[src/rtl/ps2_kbd_matrix_if.sv]
// PS/2 keyboard to C64 matrix bridge: bundled PS/2 lines, CIA1 matrix lines
// and scan-code observation outputs.
interface ps2_kbd_matrix_if;
    logic       ps2_clk;
    logic       ps2_data;
    logic [7:0] keyboard_ROW;
    logic [7:0] keyboard_COL;
    logic       scan_strobe;
    logic [7:0] scan_code;
    logic       restore;

    // Driver side (keyboard + CIA1 port A), observes results
    modport master (
        output ps2_clk, ps2_data, keyboard_ROW,
        input  keyboard_COL, scan_strobe, scan_code, restore
    );

    // Converter side
    modport slave (
        input  ps2_clk, ps2_data, keyboard_ROW,
        output keyboard_COL, scan_strobe, scan_code, restore
    );
endinterface

[src/rtl/ps2_kbd_matrix.sv]
// PS/2 (scancode set 2) keyboard to C64 8x8 key matrix converter.
// Optional RESTORE key on E0 7D (PageUp) enabled by macro PS2_RESTORE_KEY_EN.
module ps2_kbd_matrix #(
    parameter int unsigned FILTER_LEN = 8,
    parameter int unsigned TIMEOUT    = 16384
) (
    input  logic             clk,
    input  logic             reset,
    ps2_kbd_matrix_if.slave  bus
);
    localparam int unsigned FW  = (FILTER_LEN > 1) ? $clog2(FILTER_LEN) : 1;
    localparam int unsigned TOW = $clog2(TIMEOUT + 1);

    typedef enum logic [1:0] {S_IDLE, S_DATA, S_PARITY, S_STOP} state_t;

    logic           r_clk_s1, r_clk_s2, r_dat_s1, r_dat_s2;
    logic [FW-1:0]  r_filt_cnt;
    logic           r_filt_lvl;
    logic           r_fall;
    state_t         r_state;
    logic [2:0]     r_bitcnt;
    logic [7:0]     r_shift;
    logic           r_par;
    logic [TOW-1:0] r_to_cnt;
    logic           r_scan_strobe;
    logic [7:0]     r_scan_code;
    logic           r_brk, r_ext;
    logic [63:0]    r_key;
    logic [6:0]     w_map;
    logic [7:0]     w_col;

    // Two-flop synchronisers for both PS/2 lines (idle level is high)
    always_ff @(posedge clk) begin
        if (reset) begin
            r_clk_s1 <= 1'b1; r_clk_s2 <= 1'b1;
            r_dat_s1 <= 1'b1; r_dat_s2 <= 1'b1;
        end else begin
            r_clk_s1 <= bus.ps2_clk;  r_clk_s2 <= r_clk_s1;
            r_dat_s1 <= bus.ps2_data; r_dat_s2 <= r_dat_s1;
        end
    end

    // Glitch filter: level follows only after FILTER_LEN consecutive new samples
    always_ff @(posedge clk) begin
        if (reset) begin
            r_filt_cnt <= '0;
            r_filt_lvl <= 1'b1;
            r_fall     <= 1'b0;
        end else begin
            r_fall <= 1'b0;
            if (r_clk_s2 == r_filt_lvl) begin
                r_filt_cnt <= '0;
            end else if (r_filt_cnt == FW'(FILTER_LEN - 1)) begin
                r_filt_cnt <= '0;
                r_filt_lvl <= r_clk_s2;
                r_fall     <= ~r_clk_s2;
            end else begin
                r_filt_cnt <= r_filt_cnt + FW'(1);
            end
        end
    end

    // Frame receiver: start, 8 data LSB first, odd parity, stop; with timeout abort
    always_ff @(posedge clk) begin
        if (reset) begin
            r_state       <= S_IDLE;
            r_bitcnt      <= '0;
            r_shift       <= '0;
            r_par         <= 1'b0;
            r_to_cnt      <= '0;
            r_scan_strobe <= 1'b0;
            r_scan_code   <= '0;
        end else begin
            r_scan_strobe <= 1'b0;
            if (r_fall || r_state == S_IDLE) begin
                r_to_cnt <= '0;
            end else if (r_to_cnt != TOW'(TIMEOUT)) begin
                r_to_cnt <= r_to_cnt + TOW'(1);
            end

            if (r_state != S_IDLE && !r_fall && r_to_cnt == TOW'(TIMEOUT)) begin
                r_state <= S_IDLE;
            end else if (r_fall) begin
                case (r_state)
                    S_IDLE: begin
                        if (!r_dat_s2) begin
                            r_state  <= S_DATA;
                            r_bitcnt <= '0;
                        end
                    end
                    S_DATA: begin
                        r_shift  <= {r_dat_s2, r_shift[7:1]};
                        r_bitcnt <= r_bitcnt + 3'd1;
                        if (r_bitcnt == 3'd7) r_state <= S_PARITY;
                    end
                    S_PARITY: begin
                        r_par   <= r_dat_s2;
                        r_state <= S_STOP;
                    end
                    default: begin
                        if (r_dat_s2 && (^{r_shift, r_par})) begin
                            r_scan_strobe <= 1'b1;
                            r_scan_code   <= r_shift;
                        end
                        r_state <= S_IDLE;
                    end
                endcase
            end
        end
    end

    // Scancode to matrix position lookup: {hit, row[2:0], col[2:0]}
    always_comb begin
        w_map = '0;
        case ({r_ext, r_scan_code})
            9'h01C: w_map = {1'b1, 3'd1, 3'd2};  // A
            9'h032: w_map = {1'b1, 3'd3, 3'd4};  // B
            9'h021: w_map = {1'b1, 3'd2, 3'd4};  // C
            9'h023: w_map = {1'b1, 3'd2, 3'd2};  // D
            9'h024: w_map = {1'b1, 3'd1, 3'd6};  // E
            9'h02B: w_map = {1'b1, 3'd2, 3'd5};  // F
            9'h034: w_map = {1'b1, 3'd3, 3'd2};  // G
            9'h033: w_map = {1'b1, 3'd3, 3'd5};  // H
            9'h043: w_map = {1'b1, 3'd4, 3'd1};  // I
            9'h03B: w_map = {1'b1, 3'd4, 3'd2};  // J
            9'h042: w_map = {1'b1, 3'd4, 3'd5};  // K
            9'h04B: w_map = {1'b1, 3'd5, 3'd2};  // L
            9'h03A: w_map = {1'b1, 3'd4, 3'd4};  // M
            9'h031: w_map = {1'b1, 3'd4, 3'd7};  // N
            9'h044: w_map = {1'b1, 3'd4, 3'd6};  // O
            9'h04D: w_map = {1'b1, 3'd5, 3'd1};  // P
            9'h015: w_map = {1'b1, 3'd7, 3'd6};  // Q
            9'h02D: w_map = {1'b1, 3'd2, 3'd1};  // R
            9'h01B: w_map = {1'b1, 3'd1, 3'd5};  // S
            9'h02C: w_map = {1'b1, 3'd2, 3'd6};  // T
            9'h03C: w_map = {1'b1, 3'd3, 3'd6};  // U
            9'h02A: w_map = {1'b1, 3'd3, 3'd7};  // V
            9'h01D: w_map = {1'b1, 3'd1, 3'd1};  // W
            9'h022: w_map = {1'b1, 3'd2, 3'd7};  // X
            9'h035: w_map = {1'b1, 3'd3, 3'd1};  // Y
            9'h01A: w_map = {1'b1, 3'd1, 3'd4};  // Z
            9'h016: w_map = {1'b1, 3'd7, 3'd0};  // 1
            9'h01E: w_map = {1'b1, 3'd7, 3'd3};  // 2
            9'h026: w_map = {1'b1, 3'd1, 3'd0};  // 3
            9'h025: w_map = {1'b1, 3'd1, 3'd3};  // 4
            9'h02E: w_map = {1'b1, 3'd2, 3'd0};  // 5
            9'h036: w_map = {1'b1, 3'd2, 3'd3};  // 6
            9'h03D: w_map = {1'b1, 3'd3, 3'd0};  // 7
            9'h03E: w_map = {1'b1, 3'd3, 3'd3};  // 8
            9'h046: w_map = {1'b1, 3'd4, 3'd0};  // 9
            9'h045: w_map = {1'b1, 3'd4, 3'd3};  // 0
            9'h05A: w_map = {1'b1, 3'd0, 3'd1};  // Return
            9'h029: w_map = {1'b1, 3'd7, 3'd4};  // Space
            9'h012: w_map = {1'b1, 3'd1, 3'd7};  // LShift
            9'h059: w_map = {1'b1, 3'd6, 3'd4};  // RShift
            9'h076: w_map = {1'b1, 3'd7, 3'd7};  // Esc -> RUN/STOP
            9'h00D: w_map = {1'b1, 3'd7, 3'd2};  // Tab -> CTRL
            9'h014: w_map = {1'b1, 3'd7, 3'd5};  // LCtrl -> C=
            9'h172: w_map = {1'b1, 3'd0, 3'd7};  // Down
            9'h174: w_map = {1'b1, 3'd0, 3'd2};  // Right
            default: w_map = '0;
        endcase
    end

`ifdef PS2_RESTORE_KEY_EN
    logic r_restore;

    // RESTORE level tracks make/break of E0 7D
    always_ff @(posedge clk) begin
        if (reset) begin
            r_restore <= 1'b0;
        end else if (r_scan_strobe && r_ext && r_scan_code == 8'h7D) begin
            r_restore <= ~r_brk;
        end
    end
    assign bus.restore = r_restore;
`else
    assign bus.restore = 1'b0;
`endif

    // Prefix tracking and key state update on each valid byte
    always_ff @(posedge clk) begin
        if (reset) begin
            r_brk <= 1'b0;
            r_ext <= 1'b0;
            r_key <= '0;
        end else if (r_scan_strobe) begin
            case (r_scan_code)
                8'hF0: r_brk <= 1'b1;
                8'hE0: r_ext <= 1'b1;
                8'hAA, 8'hFA, 8'hEE, 8'hFE, 8'h00, 8'hFF: ;
                default: begin
                    if (w_map[6]) r_key[w_map[5:0]] <= ~r_brk;
                    r_brk <= 1'b0;
                    r_ext <= 1'b0;
                end
            endcase
        end
    end

    // Column returns: low where any selected row has that key pressed
    always_comb begin
        w_col = 8'hFF;
        for (int c = 0; c < 8; c++) begin
            for (int r = 0; r < 8; r++) begin
                if (!bus.keyboard_ROW[r] && r_key[r*8 + c]) w_col[c] = 1'b0;
            end
        end
    end

    assign bus.keyboard_COL = w_col;
    assign bus.scan_strobe  = r_scan_strobe;
    assign bus.scan_code    = r_scan_code;
endmodule

[src/flat_wrapper.sv]
// flat-port wrapper written by rule: the top's interface ports become plain ports
module ps2_kbd_matrix_flat 
#(
    parameter int unsigned FILTER_LEN = 8,
    parameter int unsigned TIMEOUT    = 16384
)
  (clk, reset, bus_ps2_clk, bus_ps2_data, bus_keyboard_ROW, bus_keyboard_COL, bus_scan_strobe, bus_scan_code, bus_restore);
  ps2_kbd_matrix_if bus_i ();
  input  logic clk;
  input  logic reset;
  input wire logic [$bits(bus_i.ps2_clk)-1:0] bus_ps2_clk;
  input wire logic [$bits(bus_i.ps2_data)-1:0] bus_ps2_data;
  input wire logic [$bits(bus_i.keyboard_ROW)-1:0] bus_keyboard_ROW;
  output wire logic [$bits(bus_i.keyboard_COL)-1:0] bus_keyboard_COL;
  output wire logic [$bits(bus_i.scan_strobe)-1:0] bus_scan_strobe;
  output wire logic [$bits(bus_i.scan_code)-1:0] bus_scan_code;
  output wire logic [$bits(bus_i.restore)-1:0] bus_restore;
  assign bus_i.ps2_clk = bus_ps2_clk;
  assign bus_i.ps2_data = bus_ps2_data;
  assign bus_i.keyboard_ROW = bus_keyboard_ROW;
  assign bus_keyboard_COL = bus_i.keyboard_COL;
  assign bus_scan_strobe = bus_i.scan_strobe;
  assign bus_scan_code = bus_i.scan_code;
  assign bus_restore = bus_i.restore;
  ps2_kbd_matrix #(.FILTER_LEN(FILTER_LEN), .TIMEOUT(TIMEOUT)) u_core (.clk(clk), .reset(reset), .bus(bus_i));
endmodule
[config.mk]
export PLATFORM = sky130hd
export DESIGN_NAME = ps2_kbd_matrix_flat
export DESIGN_NICKNAME = d
export VERILOG_FILES = /design/src/rtl/ps2_kbd_matrix_if.sv /design/src/rtl/ps2_kbd_matrix.sv /design/src/flat_wrapper.sv
export SDC_FILE = /design/constraint.sdc
export NUM_CORES = 1
export LEC_CHECK = 0
export BUFFER_PORTS_ARGS = -buffer_cell sky130_fd_sc_hd__buf_2
export CORE_MARGIN = 2
export CORE_UTILIZATION = 58
export CTS_CLUSTER_SIZE = 8
export DETAILED_ROUTE_END_ITERATION = 7
export PLACE_DENSITY = 0.84
export SLEW_MARGIN = 20
export SYNTH_ARGS = -nofsm -noshare
export SYNTH_HDL_FRONTEND = slang
export SYNTH_SLANG_ARGS = --single-unit
[constraint.sdc]
create_clock -name clk -period 3 [get_ports clk]
set_input_delay 0.45 -clock clk [delete_from_list [all_inputs] [get_ports clk]]
set_output_delay 0.45 -clock clk [all_outputs]
set_load 0.005 [all_outputs]
==> results of run 1 <==
## stage by stage
stage | instance area [um2] | std cells | setup TNS, ns | power [mW]
3_3_place_gp | 6770 | 926 | -1.94 | 1.59
5_1_grt | 7480 | 957 | -0.0301 | 3.67
4_1_cts | 7380 | 957 | 0 | 3.60
3_5_place_dp | 6770 | 926 | -1.17 | 1.60
6_report | 7480 | 957 | 0 | 3.60
2_1_floorplan | 6130 | 746 | 0 | 1.58
## timing repair
item	4_1_cts	5_1_grt
pin swaps	0	3
endpoints found under the setup margin	34	41
buffers inserted	0	0
resized for setup	7	22
## final cells by class
type / count / area, um2
Clock inverter: 14 / 181
Fill cell: 752 / 2800
Timing Repair Buffer: 104 / 761
Inverter: 76 / 285
Clock buffer: 17 / 414
Multi-Input combinational cell: 497 / 3390
Sequential cell: 113 / 2280
Tap cell: 136 / 170
## path summary, 6_finish.rpt
path	cells past startpoint	to	slack, ns
worst max-delay path	9	u_core.r_key[56]	0.07
worst min-delay path	2	u_core.r_dat_s1	0.11
worst max register to register	9	u_core.r_key[56]	0.07
worst min register to register	1	u_core.r_dat_s2	0.41
## power groups by stage
stage	logic [mW]	registers [mW]	clock network (mW)
floorplan	0.0396	1.54	0
global placement	0.0560	1.54	0
detailed placement	0.0572	1.54	0
CTS	0.0578	1.51	2.04
global route	0.0626	1.50	2.10
finish	0.0606	1.50	2.03
## cells by family after synthesis
logic type,Yosys count,share of synthesized area
AND/OR/NAND/NOR,260,0.239
AO/OA/AOI/OAI,183,0.212
buffers and inverters,136,0.0951
flip-flops,113,0.369
XOR/XNOR,26,0.0371
multiplexers,17,0.0277
adder cells (fa/ha/maj),10,0.0204
other,1,0.000612
## cells in the mapped netlist (3+ instances only)
library cell and instances:
nor3b_1 4, nor2_1 67, nand3_1 27, clkbuf_2 3, o22ai_1 33, o31ai_1 24, o311a_1 18, nor2b_1 8
o211ai_1 26, nor4_1 16, nand4_1 13, nor4b_1 5, ha_1 10, xnor2_1 15, nand4b_1 4, inv_1 74
buf_4 9, nor3_1 18, or3_1 11, xor2_1 11, or2_2 7, nand2b_1 11, and2_1 3, buf_1 4
or4b_2 3, a21oi_1 24, or3b_2 6, and4_1 3, mux2i_1 17, buf_2 16, o21ai_0 25, and3b_1 3
o2111ai_1 3, nand2_1 34, clkbuf_1 26, dfxtp_1 113
## routing by layer
layer	wire, um	vias to the layer above
li1	-	2834
met1	7520	2912
met2	8610	301
met3	1430	56
met4	555	0
met5	0	-
## sequential cells by signal, indices dropped and copies added (netlist names)
register and flops:
u_core.r_key 64, u_core.r_to_cnt 15, u_core.bus.scan_code 8, u_core.r_shift 8
u_core.r_bitcnt 3, u_core.r_filt_cnt 3, u_core.r_state 2, u_core.bus.scan_strobe 1
u_core.r_brk 1, u_core.r_clk_s1 1, u_core.r_clk_s2 1, u_core.r_dat_s1 1
u_core.r_dat_s2 1, u_core.r_ext 1, u_core.r_fall 1, u_core.r_filt_lvl 1
u_core.r_par 1
## worst max-delay path, cell delays in order, from the launching register on
cell and delay (ns):
dfxtp_2 0.39, buf_4 0.19, or4bb_4 0.56, buf_4 0.18
o22a_1 0.20, o211ai_1 0.32, nor4b_4 0.10, or4_4 0.49
buf_4 0.17, o31ai_1 0.21
==> results.tsv, run 1 <==
stage	metric	value	unit
pwr	switching power	0.811	mW
clocking	CTS Buf Count	17	
layout	most frequent cells in the layout	dfxtp_1 (104), inv_1 (74), buf_4 (72)	
logic_synthesis	Mapped Area	6130	um2
timing	final slew viol count	0	
setup_path	Crit. Startpoint	u_core.bus.scan_code[2]	
pwr	internal cell power	2.79	mW
hold_path	type of the worst min-delay path	primary input to flop	
routing	vias after detailed routing	6103	
routing	post-route ant nets	0	
logic_synthesis	Mean Syn Cell Area	8.22	um2
setup_path	Critical Path End Type	flop	
logic_synthesis	synth warn	0	
pwr	Comb power frac	0.017	
routing	initial drt markers	817	
logic_synthesis	Yosys top cell by area	dfxtp_1	
layout	final core occ	0.727	
timing	Fmax achieved	342	MHz
logic_synthesis	largest cells by area after synthesis	dfxtp_1 (37%), inv_1 (4.5%), nor2_1 (4.1%), o22ai_1 (3.4%), o211ai_1 (3.2%)	
pwr	Pwr Density	481	nW/um2
global_routing	initial antenna violation count	0	
routing	drt pass-1 iters	5	
clocking	clock buffer depth	2	
logic_synthesis	Synth Flop Type	dfxtp_1	
outcome	status	completed	
pwr	Leakage	2.74	nW
layout	Net count, final	831	
logic_synthesis	Post-synth EDFFs	0	
pwr	clock share of power	0.565	
floorplanning	total die area	11400	um2
timing	worst relative slew slack	0.405	
routing	# DRC	0	
timing	setup violators final	0	
routing	Post-Route WL	18.1	mm
logic_synthesis	Synth Instances	746	
timing	fin crit share	0.975	
logic_synthesis	Synth top area share	0.369	
global_routing	met2 Resource Use GR	0.529	
layout	# diodes	0	
layout	commonest non-fill, non-tap cell in the layout	dfxtp_1	
floorplanning	starting density of the core	0.597	
placed_design	pre-CTS setup slack	-0.126	ns
pwr	Flop pwr share	0.418	
global_routing	vias in the first global route	5874	
setup_path	critical path class	flop to flop	
setup_path	Worst Path Arrival	3.34	ns
layout	Synth-to-Final Area Change	21.9	%
floorplanning	CORE AREA	10300	um2
routing	DR vias/cell	6.38	
global_routing	largest net degree at the start of global routing	55	
clocking	Hold Buf Count CTS	0	
clocking	clock latency on the worst-skew pair	0.53	ns
global_routing	GRT Max-Usage Layer	met2	
global_routing	first-pass GRT wire length	29.1	mm
placed_design	IO Port Bufs	28	
timing	Setup WS post-layout	0.0738	ns
clocking	Clock Sinks	113	
layout	fraction of layout cells with a size suffix above 1	0.222	
setup_path	worst-path maximum fanout	10	
floorplanning	number of I/O pins	30	
logic_synthesis	Yosys reg bits	113	
global_routing	gr ovfl total	0	
clocking	TritonCTS clock tree	done	
global_routing	met1 usage	0.417	
global_routing	Global Route met3 Usage	0.0669	
timing	Hold Fails Final Rpt	0	
logic_synthesis	net count after synthesis	768	
placed_design	GP Congestion	0.974	
clocking	Worst-path clk slew	0.06	ns
routing	drt wl/cell	18.9	um
placed_design	HPWL after DPL	12.4	mm
timing	fin crit period	2.93	ns
setup_path	CP Launch Type	flop	
logic_synthesis	post-synthesis sequential area ratio	0.369	
hold_path	hold wc startpoint	bus_ps2_data	
floorplanning	die width	107	um
flow_run	MaxCap Viol Count	0	
pwr	Switching Share	0.225	
setup_path	FF-to-FF Start	u_core.bus.scan_code[2]	
clocking	H-tree Lvls	4	
clocking	clk root buf	clkbuf_8	
floorplanning	Die H	107	um
logic_synthesis	Synth async-reset ratio	0	
timing	Least-Margin Pin Slew	0.890	ns
floorplanning	row count	37	
timing	hold_ws	0.106	ns
setup_path	Worst Path Required	3.41	ns
logic_synthesis	Yosys cell types	71	
pwr	Max rail drop VDD	0.500	mV
global_routing	total track usage	0.324	
timing	post-route clock skew	0.0104	ns
Power figures use the tool's default switching activity.
==> run 2: changes to the inputs <==
==> constraint.sdc (replaced) <==
create_clock -name clk -period 2.85 [get_ports clk]
set_input_delay 0.4275 -clock clk [delete_from_list [all_inputs] [get_ports clk]]
set_output_delay 0.4275 -clock clk [all_outputs]
set_load 0.005 [all_outputs]
==> results.tsv, run 2 (same netlist as run 1, synthesis figures left out) <==
stage	metric	value	unit
outcome	status	finished, violations left	
outcome	violated checks	design-rule violations, negative setup slack	
routing	drt wl/cell	19.6	um
timing	unrepaired setup endpoints after global routing	yes	
clocking	Clock Sinks	113	
global_routing	gr ovfl total	0	
global_routing	total track usage	0.349	
setup_path	CP Launch Type	flop	
timing	fin crit share	1.00	
timing	TNS Setup	-0.00638	ns
timing	post-route clock skew	0.00849	ns
setup_path	Crit. Startpoint	u_core.bus.scan_code[2]	
layout	# diodes	0	
pwr	Pwr Density	483	nW/um2
pwr	final total power	3.76	mW
clocking	TritonCTS clock tree	done	
placed_design	GP Congestion	0.931	
timing	setup violators final	2	
placed_design	pre-CTS setup slack	-0.300	ns
layout	Synth-to-Final Area Change	27.0	%
layout	most frequent cells in the layout	dfxtp_1 (105), buf_4 (98), inv_1 (73)	
clocking	Hold Buf Count CTS	0	
timing	Setup WS post-layout	-0.00446	ns
global_routing	largest net degree at the start of global routing	55	
timing	Hold Fails Final Rpt	0	
clocking	clock buffer depth	2	
hold_path	type of the worst min-delay path	primary input to flop	
floorplanning	row count	37	
routing	initial drt markers	756	
layout	final core occ	0.758	
timing	worst relative slew slack	0.458	
clocking	Worst-path clk slew	0.06	ns
timing	final slew viol count	0	
setup_path	critical path class	flop to flop	
setup_path	worst-path maximum fanout	10	
layout	commonest non-fill, non-tap cell in the layout	dfxtp_1	
layout	Reg with most FFs	u_core.r_key	
floorplanning	CORE AREA	10300	um2
timing	Least-Margin Pin Slew	0.813	ns
timing	Fmax achieved	350	MHz
routing	# DRC	3	
global_routing	initial antenna violation count	0	
routing	DR vias/cell	6.38	
routing	vias after detailed routing	6307	
floorplanning	die width	107	um
routing	post-route ant nets	0	
setup_path	FF-to-FF Start	u_core.bus.scan_code[2]	
layout	max reg flops	64	
setup_path	Critical Path End Type	flop	
clocking	clock latency on the worst-skew pair	0.53	ns
timing	fin crit period	2.85	ns
pwr	Leakage	2.92	nW
setup_path	Reg-to-Reg End	u_core.r_key[56]	
clocking	CTS Buf Count	17	
setup_path	last element of the critical path	u_core.r_key[56]	
setup_path	Worst Path Arrival	3.24	ns
clocking	H-tree Lvls	4	
setup_path	Worst Path Required	3.24	ns
floorplanning	starting density of the core	0.597	
timing	hold_ws	0.0756	ns
floorplanning	number of I/O pins	30	
floorplanning	total die area	11400	um2
global_routing	vias in the first global route	6262	
placed_design	HPWL after DPL	12.7	mm
setup_path	internal reg-to-reg setup slack	-0.004	ns
pwr	Max rail drop VDD	0.581	mV
layout	Net count, final	861	
floorplanning	Die H	107	um
setup_path	FF-to-FF path depth	9	
clocking	clk root buf	clkbuf_8	
placed_design	IO Port Bufs	28	
routing	Post-Route WL	19.3	mm
global_routing	first-pass GRT wire length	31.5	mm
flow_run	MaxCap Viol Count	0	
layout	largest registers	u_core.r_key (64), u_core.r_to_cnt (15)	
routing	drt pass-1 iters	8	
layout	fraction of layout cells with a size suffix above 1	0.261	
-- run 2: cell count changes in the layout (fill, tap and decap cells not counted), sizes merged --
| cell | previous run | this run |
|---|---|---|
| or4 | 3 | 4 |
| inv | 78 | 82 |
| clkinv | 6 | 5 |
| or3 | 11 | 12 |
| bufinv | 3 | 2 |
| clkinvlp | 3 | 2 |
| buf | 104 | 132 |
-- run 2: power breakdown --
| group | leakage [nW] | switching (mW) | internal, mW | total, mW |
|---|---|---|---|---|
| combinational | 1.72 | 0.0532 | 0.0138 | 0.0670 |
| clock | 0.284 | 0.838 | 1.27 | 2.11 |
| sequential | 0.915 | 0.00165 | 1.58 | 1.58 |
| total | 2.92 | 0.893 | 2.87 | 3.76 |
-- run 2: layer usage --
layer  track usage  vias to the layer above  part of all wire
met5             0                        -                 0
met4         0.141                        0             0.027
met3        0.0584                       58             0.080
met2         0.576                      335              0.49
met1         0.455                     3017              0.41
li1              -                     2897                 -
-- run 2: how the worst min path moves through the flow --
stage,startpoint,to,slack [ns],cells past startpoint
after global routing,bus_ps2_data,u_core.r_dat_s1,0.08,2
after floorplan,u_core.r_clk_s1,u_core.r_clk_s2,0.39,1
after CTS,bus_ps2_data,u_core.r_dat_s1,0.07,2
final,bus_ps2_data,u_core.r_dat_s1,0.08,2
after detailed placement,u_core.r_dat_s1,u_core.r_dat_s2,0.41,1
after global placement,u_core.r_dat_s1,u_core.r_dat_s2,0.39,1
-- run 2: worst max-delay path, stage by stage, from the launching register on --
cell	delay (ns)
dfxtp_2	0.36
buf_4	0.19
or4bb_1	0.57
buf_4	0.20
o22a_1	0.19
o211ai_1	0.29
nor4b_4	0.11
or4_4	0.47
o211ai_1	0.21
o31ai_1	0.13
-- run 2: layout make-up --
class | instances | area (um2)
sequential | 113 | 2280
inverter | 76 | 285
timing repair buffer | 132 | 978
fill | 727 | 2490
clock buffer | 17 | 414
multi-input combinational | 499 | 3490
tap | 136 | 170
clock inverter | 15 | 173
-- run 2: timing repair --
action / in CTS / in global routing
gates cloned: 2 / 0
gates resized for setup: 25 / 27
endpoints found under the setup margin: 42 / 41
pin swaps: 4 / 9
buffers inserted: 1 / 2
endpoints found under the hold margin: 0 / 0
-- run 2: stage by stage --
| step | std cells | cell area, um2 |
|---|---|---|
| 2_1_floorplan | 746 | 6130 |
| 3_3_place_gp | 951 | 6950 |
| 3_5_place_dp | 951 | 6950 |
| 4_1_cts | 986 | 7660 |
| 5_1_grt | 988 | 7790 |
| 6_report | 988 | 7790 |
==> run 3: changes to the inputs <==
--- a/config.mk
+++ b/config.mk
@@ -6,7 +6,6 @@
 export NUM_CORES = 1
 export LEC_CHECK = 0
 export BUFFER_PORTS_ARGS = -buffer_cell sky130_fd_sc_hd__buf_2
-export CORE_MARGIN = 2
 export CORE_UTILIZATION = 58
 export CTS_CLUSTER_SIZE = 8
 export DETAILED_ROUTE_END_ITERATION = 7
==> results.tsv, run 3 (same netlist as run 1, synthesis figures left out) <==
stage	metric	value	unit
routing	post-route ant nets	0	
setup_path	family with the most delay on the worst path	simple AND/OR/NAND/NOR gates	
setup_path	Slowest-stage cell, CP	or4b_1	
global_routing	total track usage	0.344	
setup_path	worst-path maximum fanout	11	
layout	# diodes	0	
setup_path	CP Launch Type	flop	
timing	Fmax achieved	358	MHz
pwr	Max rail drop VDD	0.677	mV
layout	largest registers	u_core.r_key (64), u_core.r_to_cnt (15)	
floorplanning	number of I/O pins	30	
timing	Least-Margin Pin Slew	0.790	ns
hold_path	type of the worst min-delay path	primary input to flop	
timing	TNS Setup	0	ns
setup_path	Worst Path Arrival	3.21	ns
timing	fin crit period	2.79	ns
setup_path	Critical Path End Type	flop	
routing	DR vias/cell	6.36	
clocking	clock latency on the worst-skew pair	0.54	ns
clocking	clk root buf	clkbuf_8	
timing	post-route clock skew	0.0104	ns
floorplanning	die width	105	um
routing	initial drt markers	645	
layout	max reg flops	64	
placed_design	GP Congestion	0.964	
placed_design	IO Port Bufs	28	
clocking	Worst-path clk slew	0.06	ns
setup_path	critical path cell sequence	buf_12, or4b_1, or2_4, o31ai_4, nor3_1, nor4b_4, or4_4, o211ai_1, o31ai_2	
global_routing	gr ovfl total	0	
setup_path	critical path class	flop to flop	
global_routing	largest net degree at the start of global routing	55	
routing	drt wl/cell	19.4	um
layout	most frequent cells in the layout	dfxtp_1 (105), buf_4 (102), inv_1 (74)	
layout	filler cell count	684	
routing	vias after detailed routing	6339	
layout	Reg with most FFs	u_core.r_key	
floorplanning	row count	37	
clocking	CTS Buf Count	17	
placed_design	HPWL after DPL	12.4	mm
layout	commonest non-fill, non-tap cell in the layout	dfxtp_1	
floorplanning	Die H	105	um
global_routing	first-pass GRT wire length	29.6	mm
placed_design	Cell Area, Placed	7000	um2
timing	final slew viol count	0	
timing	unrepaired setup endpoints after global routing	yes	
layout	Net count, final	869	
timing	fin crit share	0.980	
clocking	Clock Sinks	113	
outcome	status	completed	
global_routing	initial antenna violation count	0	
flow_run	MaxCap Viol Count	0	
pwr	Leakage	2.99	nW
layout	Final Instance Area	7940	um2
layout	Synth-to-Final Area Change	29.5	%
timing	Hold Fails Final Rpt	0	
routing	# DRC	0	
setup_path	CP Buf/Inv Count	1	
setup_path	Worst Path Required	3.26	ns
routing	Post-Route WL	19.3	mm
pwr	Pwr Density	480	nW/um2
global_routing	vias in the first global route	5968	
floorplanning	total die area	11000	um2
clocking	H-tree Lvls	4	
floorplanning	CORE AREA	10300	um2
clocking	clock buffer depth	2	
timing	worst relative slew slack	0.473	
setup_path	slowest cell delay on critical path	0.54	ns
routing	drt pass-1 iters	6	
layout	fraction of layout cells with a size suffix above 1	0.272	
clocking	TritonCTS clock tree	done	
timing	setup violators final	0	
floorplanning	starting density of the core	0.597	
run 3: final cells by class:
| class | count | area [um2] | area share |
|---|---|---|---|
| Tap cell | 136 | 170 | 0.0214 |
| Inverter | 76 | 289 | 0.0364 |
| Clock buffer | 18 | 428 | 0.0539 |
| Multi-Input combinational cell | 499 | 3520 | 0.443 |
| Clock inverter | 14 | 181 | 0.0228 |
| Sequential cell | 113 | 2290 | 0.288 |
| Timing Repair Buffer | 140 | 1060 | 0.134 |
run 3: path summary, 6_finish.rpt:
kind                            slack [ns]            start  cells after the start               end
worst max register to register        0.06     u_core.r_ext                      9  u_core.r_key[24]
worst min-delay path                  0.09      bus_ps2_clk                      2   u_core.r_clk_s1
worst max-delay path                  0.06     u_core.r_ext                      9  u_core.r_key[24]
worst min register to register        0.41  u_core.r_dat_s1                      1   u_core.r_dat_s2
run 3: timing repair:
action                                  in CTS  in global routing
gates resized for setup                     19                 48
buffers inserted                             0                  8
gates cloned                                 0                  2
pin swaps                                    1                 20
endpoints found under the setup margin      31                 43
hold buffers                                 0                  0
run 3: per-layer routing:
metal / global-route usage / part of all wire / routed length [um] / vias up
li1: - / - / - / 2908
met1: 0.446 / 0.41 / 7890 / 2984
met2: 0.543 / 0.47 / 9010 / 369
met3: 0.0774 / 0.091 / 1760 / 78
met4: 0.163 / 0.035 / 674 / 0
met5: 0 / 0 / 0 / -
run 3: worst register-to-register path: cells and delay by family (launching register included):
family	cells	cell delay, ns
and+or+nand+nor	5	1.59
AOI/OAI and AO/OA	3	0.63
DFF	1	0.32
buffers and inverters	1	0.15
run 3: metrics by stage:
| stage | power, mW | hold slack (ns) | utilization | cells | worst slack [ns] |
|---|---|---|---|---|---|
| finish | 3.81 | 0.0883 | 0.773 | 996 | 0.0577 |
| detailed placement | 1.68 | 0.396 | 0.681 | 955 | -0.260 |
| global placement | 1.68 | 0.394 | 0.681 | 955 | -0.243 |
| CTS | 3.81 | 0.0846 | 0.746 | 987 | 0.000481 |
| floorplan | 1.66 | 0.389 | - | 746 | 0.0604 |
| global route | 3.89 | 0.0842 | 0.773 | 996 | -0.0619 |
run 3: power by group:
| part | leakage (nW) | total [mW] | internal [mW] | switching [mW] |
|---|---|---|---|---|
| Combinational | 1.79 | 0.0662 | 0.0138 | 0.0523 |
| Clock | 0.285 | 2.16 | 1.37 | 0.797 |
| Sequential | 0.917 | 1.58 | 1.58 | 0.00181 |
| Total | 2.99 | 3.81 | 2.96 | 0.852 |
